--- config.mk ---
export PLATFORM = sky130hd
export DESIGN_NAME = mem_port_arbiter_flat
export DESIGN_NICKNAME = d
export VERILOG_FILES = /design/src/rtl/mem_port_arbiter_if.sv /design/src/rtl/mem_port_arbiter.sv /design/src/flat_wrapper.sv
export SDC_FILE = /design/constraint.sdc
export NUM_CORES = 1
export LEC_CHECK = 0
export CAP_MARGIN = 15
export CORE_ASPECT_RATIO = 0.75
export CORE_MARGIN = 3
export CORE_UTILIZATION = 23
export DETAILED_ROUTE_END_ITERATION = 8
export PLACE_DENSITY = 0.78
export SLEW_MARGIN = 10
export SYNTH_ARGS = -nofsm -noshare
export SYNTH_HDL_FRONTEND = slang
export SYNTH_SLANG_ARGS = --single-unit
--- constraint.sdc ---
create_clock -name clk -period 1.4 [get_ports clk]
set_input_delay 0.21 -clock clk [delete_from_list [all_inputs] [get_ports clk]]
set_output_delay 0.21 -clock clk [all_outputs]
set_load 0.02 [all_outputs]
--- src/rtl/mem_port_arbiter_if.sv ---
// mem_port_arbiter_if: two requester ports plus the shared memory port
interface mem_port_arbiter_if #(
    parameter int ADDR_WIDTH = 6,
    parameter int DATA_WIDTH = 16
);
    logic                  req0, lock0, we0, gnt0, rvalid0;
    logic [ADDR_WIDTH-1:0] addr0;
    logic [DATA_WIDTH-1:0] wdata0, rdata0;
    logic                  req1, lock1, we1, gnt1, rvalid1;
    logic [ADDR_WIDTH-1:0] addr1;
    logic [DATA_WIDTH-1:0] wdata1, rdata1;
    logic                  mem_we;
    logic [ADDR_WIDTH-1:0] mem_addr;
    logic [DATA_WIDTH-1:0] mem_data, mem_in;

    modport slave (
        input  req0, lock0, we0, addr0, wdata0, req1, lock1, we1, addr1, wdata1, mem_in,
        output gnt0, rvalid0, rdata0, gnt1, rvalid1, rdata1, mem_we, mem_addr, mem_data
    );

    modport master (
        output req0, lock0, we0, addr0, wdata0, req1, lock1, we1, addr1, wdata1, mem_in,
        input  gnt0, rvalid0, rdata0, gnt1, rvalid1, rdata1, mem_we, mem_addr, mem_data
    );
endinterface

--- src/rtl/mem_port_arbiter.sv ---
// mem_port_arbiter: round-robin sharing of one memory port between two requesters, with bounded lock
module mem_port_arbiter #(
    parameter int ADDR_WIDTH = 6,
    parameter int DATA_WIDTH = 16,
    parameter int MAX_LOCK   = 4
) (
    input logic clk,
    input logic rst,
    mem_port_arbiter_if.slave bus
);
    typedef enum logic [1:0] {ARB, OWN0, OWN1} state_t;

    localparam logic [3:0] LAST_LOCK = 4'(MAX_LOCK - 1);

    state_t     state_q, state_d;
    logic [3:0] lock_cnt_q, lock_cnt_d;
    logic       last_q, last_d;
    logic       rd_pend_q, rd_pend_d;
    logic       rd_owner_q, rd_owner_d;
    logic       win0, win1;

    // An owner excludes the other port; in ARB a lone requester wins, contention goes to the port that is not last
    assign win0 = (state_q == OWN0) ? bus.req0 : (state_q == ARB) & bus.req0 & (~bus.req1 | last_q);
    assign win1 = (state_q == OWN1) ? bus.req1 : (state_q == ARB) & bus.req1 & (~bus.req0 | ~last_q);

    // State register; reset drops ownership and any read in flight
    always_ff @(posedge clk or posedge rst) begin
        if (rst) begin
            state_q    <= ARB;
            lock_cnt_q <= '0;
            last_q     <= 1'b1;
            rd_pend_q  <= 1'b0;
            rd_owner_q <= 1'b0;
        end else begin
            state_q    <= state_d;
            lock_cnt_q <= lock_cnt_d;
            last_q     <= last_d;
            rd_pend_q  <= rd_pend_d;
            rd_owner_q <= rd_owner_d;
        end
    end

    // Next state: lock entry, lock extension up to the bound, release on unlock/idle/bound
    always_comb begin
        state_d    = state_q;
        lock_cnt_d = lock_cnt_q;
        last_d     = win1 ? 1'b1 : win0 ? 1'b0 : last_q;
        rd_pend_d  = (win0 | win1) & ~bus.mem_we;
        rd_owner_d = win1;
        case (state_q)
            ARB: begin
                state_d    = (win0 & bus.lock0) ? OWN0 : (win1 & bus.lock1) ? OWN1 : ARB;
                lock_cnt_d = (state_d == ARB) ? 4'd0 : 4'd1;
            end
            OWN0: begin
                state_d    = (win0 & bus.lock0 & (lock_cnt_q < LAST_LOCK)) ? OWN0 : ARB;
                lock_cnt_d = (state_d == OWN0) ? lock_cnt_q + 4'd1 : 4'd0;
            end
            OWN1: begin
                state_d    = (win1 & bus.lock1 & (lock_cnt_q < LAST_LOCK)) ? OWN1 : ARB;
                lock_cnt_d = (state_d == OWN1) ? lock_cnt_q + 4'd1 : 4'd0;
            end
            default: begin
                state_d    = ARB;
                lock_cnt_d = 4'd0;
            end
        endcase
    end

    // Outputs: winner's command onto the memory bus, read data shared and qualified by rvalid
    always_comb begin
        bus.gnt0     = win0;
        bus.gnt1     = win1;
        bus.mem_we   = win0 ? bus.we0 : win1 ? bus.we1 : 1'b0;
        bus.mem_addr = win0 ? bus.addr0 : win1 ? bus.addr1 : '0;
        bus.mem_data = win0 ? bus.wdata0 : win1 ? bus.wdata1 : '0;
        bus.rvalid0  = rd_pend_q & ~rd_owner_q;
        bus.rvalid1  = rd_pend_q & rd_owner_q;
        bus.rdata0   = bus.mem_in;
        bus.rdata1   = bus.mem_in;
    end
endmodule

--- src/flat_wrapper.sv ---
// flat-port wrapper written by rule: the top's interface ports become plain ports
module mem_port_arbiter_flat 
#(
    parameter int ADDR_WIDTH = 6,
    parameter int DATA_WIDTH = 16,
    parameter int MAX_LOCK   = 4
)
  (clk, rst, bus_req0, bus_lock0, bus_we0, bus_addr0, bus_wdata0, bus_req1, bus_lock1, bus_we1, bus_addr1, bus_wdata1, bus_mem_in, bus_gnt0, bus_rvalid0, bus_rdata0, bus_gnt1, bus_rvalid1, bus_rdata1, bus_mem_we, bus_mem_addr, bus_mem_data);
  mem_port_arbiter_if #(.ADDR_WIDTH(ADDR_WIDTH), .DATA_WIDTH(DATA_WIDTH)) bus_i ();
  input logic clk;
  input logic rst;
  input wire logic [$bits(bus_i.req0)-1:0] bus_req0;
  input wire logic [$bits(bus_i.lock0)-1:0] bus_lock0;
  input wire logic [$bits(bus_i.we0)-1:0] bus_we0;
  input wire logic [$bits(bus_i.addr0)-1:0] bus_addr0;
  input wire logic [$bits(bus_i.wdata0)-1:0] bus_wdata0;
  input wire logic [$bits(bus_i.req1)-1:0] bus_req1;
  input wire logic [$bits(bus_i.lock1)-1:0] bus_lock1;
  input wire logic [$bits(bus_i.we1)-1:0] bus_we1;
  input wire logic [$bits(bus_i.addr1)-1:0] bus_addr1;
  input wire logic [$bits(bus_i.wdata1)-1:0] bus_wdata1;
  input wire logic [$bits(bus_i.mem_in)-1:0] bus_mem_in;
  output wire logic [$bits(bus_i.gnt0)-1:0] bus_gnt0;
  output wire logic [$bits(bus_i.rvalid0)-1:0] bus_rvalid0;
  output wire logic [$bits(bus_i.rdata0)-1:0] bus_rdata0;
  output wire logic [$bits(bus_i.gnt1)-1:0] bus_gnt1;
  output wire logic [$bits(bus_i.rvalid1)-1:0] bus_rvalid1;
  output wire logic [$bits(bus_i.rdata1)-1:0] bus_rdata1;
  output wire logic [$bits(bus_i.mem_we)-1:0] bus_mem_we;
  output wire logic [$bits(bus_i.mem_addr)-1:0] bus_mem_addr;
  output wire logic [$bits(bus_i.mem_data)-1:0] bus_mem_data;
  assign bus_i.req0 = bus_req0;
  assign bus_i.lock0 = bus_lock0;
  assign bus_i.we0 = bus_we0;
  assign bus_i.addr0 = bus_addr0;
  assign bus_i.wdata0 = bus_wdata0;
  assign bus_i.req1 = bus_req1;
  assign bus_i.lock1 = bus_lock1;
  assign bus_i.we1 = bus_we1;
  assign bus_i.addr1 = bus_addr1;
  assign bus_i.wdata1 = bus_wdata1;
  assign bus_i.mem_in = bus_mem_in;
  assign bus_gnt0 = bus_i.gnt0;
  assign bus_rvalid0 = bus_i.rvalid0;
  assign bus_rdata0 = bus_i.rdata0;
  assign bus_gnt1 = bus_i.gnt1;
  assign bus_rvalid1 = bus_i.rvalid1;
  assign bus_rdata1 = bus_i.rdata1;
  assign bus_mem_we = bus_i.mem_we;
  assign bus_mem_addr = bus_i.mem_addr;
  assign bus_mem_data = bus_i.mem_data;
  mem_port_arbiter #(.ADDR_WIDTH(ADDR_WIDTH), .DATA_WIDTH(DATA_WIDTH), .MAX_LOCK(MAX_LOCK)) u_core (.clk(clk), .rst(rst), .bus(bus_i));
endmodule
==> impl_metrics.ini, run 1 <==
[timing]
maxSlewViolCount = 0
period_needed_ns = 1.824
fmax_ghz = 0.5482
finClkSkew_ns = 0.002991
setup_viol = 27
hold_violations = 0
setup_tns_ns = -9.988
worst_slack_ns = -0.4240
rsz0062_at_grt = yes
min_period_over_period = 1.303
worst_hold_slack_ns = 0.2344

[clock_tree]
cts_buffers = 3
clockBufferDepth = 2
htreeDepth = 1
cts.sinks = 9
clk_latency_ns = 0.23
cts_tree = done
root_buffer = clkbuf_8
clk_pin_slew_ns = 0.05
holdBufCountCts = 0

[grt]
grt_use_total = 0.1328
grt_max_degree = 24
grt_pass1_vias = 1024
antenna_found_initial = 0
grt_pass1_wl_um = 5037
grt-ovfl-total = 0

[status]
violations = setup timing
outcome = finished, violations left

[synthesis]
ys_seq_elements = 9
synth_top_family_by_area = buffers and inverters
synth_xor_area_frac = 0
yosysWarnings = 0
synthSimpleGateAreaFrac = 0.1664
synth_adder_area_share = 0.01300
synth_area_um2 = 962.2
yosys-mux-area-fraction = 0
ys_seq_area_frac = 0.2354
ys_types = 28
synth_compound_area_frac = 0.2692
syn_area_per_cell_um2 = 10.02
synthCells = 96

[layout]
final_cells = 214
drive_above_1_share = 0.4877
nets = 232
num_antenna_cells = 0
final_util = 0.5244
area_delta_synth_final_pct = 108.6

[die]
start_util = 0.2514
die_height_um = 62.02
die_x_um = 80.69
rows = 19
coreArea_um2 = 3827
dieArea_um2 = 5004
ios = 127

[route]
ant_nets = 0
drtIter0Drc = 23
routedWlPerCell_um = 16.71
vias = 989
via_per_inst = 4.621
first_pass_iters = 4
remaining_drc_errors = 0
routed_wirelength_um = 3577

[critical_path]
rrSetupSlack_ns = -0.20
cp.required_ns = 1.19
crit_family = flip-flops
worst-path-buf-inv = 2
worstRegToRegCells = 6
cp-start-kind = flip-flop
critical-path-slowest-cell = dfstp_2
crit-reg2reg-launch = u_core.last_q$_DFFE_PP1P_
crit_arrival_ns = 1.61
critPathMaxStageDelay_ns = 0.54
cp-startpoint = u_core.last_q$_DFFE_PP1P_
r2r_end = u_core.lock_cnt_q[0]$_DFF_PP0_
end_kind = primary output
crit_fanout = 5
cp-endpoint = bus_mem_addr[4]
crit_chain = and3b_4, nor2_8, clkbuf_16, a22o_4, buf_6
path_depth = 5
crit_type = flip-flop to primary output

[job]
maxCapViolations = 0

[hold_path]
hp-class = input port to async pin

[power_and_ir_drop]
share_comb_of_total_power = 0.642
switching_share = 0.3348
power_density_nw_per_um2 = 856.0
clockPowerShare = 0.174
seqPwrFrac = 0.184
ir_drop_mv = 0.5216
p_leak_nw = 0.8934
netSwitchingPower_mw = 0.5751
p_int_mw = 1.143

[placement]
port-buffer-count = 78
dp_cells = 201
pre_cts_slack_ns = -0.9228
post-dp-hpwl_um = 2685
gp_congestion = 0.7406
[metal layers]
layer	routed length [um]	GRT usage	share of wire
met1	1283	0.1417	0.36
met2	1881	0.2547	0.53
met3	377	0.03890	0.11
met4	34	0.04819	0.0095
met5	0	0	0
[cell families (layout without fill, tap and decap cells)]
family / Yosys count / after routing
flops: 9 / 9
buf+inv: 38 / 103
compound gates: 29 / 29
fa+ha+maj: 1 / 1
other cells: 1 / 2
simple gates: 18 / 18
[power by group through the flow]
stage               Clock [mW]  Sequential (mW)  Combinational (mW)
global placement             0            0.320               0.938
detailed placement           0            0.325               0.950
global route             0.316            0.319                1.16
floorplan                    0            0.319               0.641
CTS                      0.308            0.315                1.06
finish                   0.299            0.316                1.10
[area by class of cell]
cell class                 instances  area [um2]
fill                             351        1821
timing repair buffer              97        1027
multi-input combinational         50       634.4
sequential                         9       227.7
tap                               52       65.06
clock buffer                       4       45.04
inverter                           2       7.507
[state kept, by name (all words and copies together) (netlist names)]
| signal | flops |
|---|---|
| u_core.last_q | 1 |
| u_core.state_q | 2 |
| u_core.rd_pend_q | 1 |
| u_core.rd_owner_q | 1 |
| u_core.lock_cnt_q | 4 |
[cells in the final DEF (no fill, tap or decap), drive strengths merged]
cell and instances:
dlygate4sd2 4, o32ai 1, nor2 3, and4b 1, nand4b 2, dfrtp 8
conb 2, clkbuf 5, inv 2, dfstp 1, nor2b 1, or2b 1
nand2 4, a21o 3, o32a 1, ha 1, buf 43, or3 1
and3b 1, nor3b 2, a22o 22, and2 1, a221oi 1, clkdlybuf4s50 49
nand2b 1, a2111oi 1
[Yosys cell counts]
cell type / count / area (um2)
nor3b_1: 1 / 7.510
and2_1: 1 / 6.260
o32a_1: 1 / 10.01
conb_1: 1 / 3.750
dfrtp_1: 8 / 200.2
dfstp_2: 1 / 26.28
o32ai_1: 1 / 8.760
a22o_1: 22 / 192.7
buf_8: 2 / 30.03
nand2_1: 4 / 15.01
and4b_1: 1 / 10.01
or2b_4: 1 / 11.26
nor3b_4: 1 / 18.77
nor2_1: 1 / 3.750
buf_6: 2 / 22.52
a221oi_2: 1 / 15.01
or3_4: 1 / 11.26
nor2_8: 1 / 20.02
and3b_4: 1 / 12.51
nand2b_4: 1 / 13.76
nand4b_1: 2 / 17.52
inv_1: 2 / 7.510
nor2b_1: 1 / 6.260
a2111oi_1: 1 / 10.01
nor2_2: 1 / 6.260
ha_1: 1 / 12.51
a21o_1: 3 / 22.52
buf_4: 32 / 240.2
[worst min path at each step]
| stage | startpoint | to | slack [ns] | depth (start not counted) |
|---|---|---|---|---|
| floorplan | rst | u_core.lock_cnt_q[0]$_DFF_PP0_ | 0.04 | 1 |
| CTS | rst | u_core.lock_cnt_q[2]$_DFF_PP0_ | 0.25 | 2 |
| global route | rst | u_core.lock_cnt_q[2]$_DFF_PP0_ | 0.28 | 2 |
| detailed placement | bus_mem_in[14] | bus_rdata0[14] | 0.42 | 0 |
| global placement | bus_mem_in[14] | bus_rdata0[14] | 0.42 | 0 |
| finish | rst | u_core.lock_cnt_q[2]$_DFF_PP0_ | 0.23 | 2 |
[what timing repair did]
action,4_1_cts,5_1_grt
setup endpoints to repair,29,28
pin swaps,11,3
gates resized for setup,156,5
setup buffers,5,2
cloned,1,1
hold endpoints to repair,0,0
[stage by stage]
step	power (mW)	cell area, um2
6_report	1.718	2007
5_1_grt	1.795	2007
2_1_floorplan	0.9606	1129
4_1_cts	1.686	1949
3_5_place_dp	1.275	1789
3_3_place_gp	1.258	1789
Power figures use the tool's default switching activity.
==> run 2: changes to the inputs <==
ABC_CLOCK_PERIOD_IN_PS = 1400   (was default)
==> results of run 2 <==
Same layout as run 1: the final DEF is identical, and so are final timing and power.
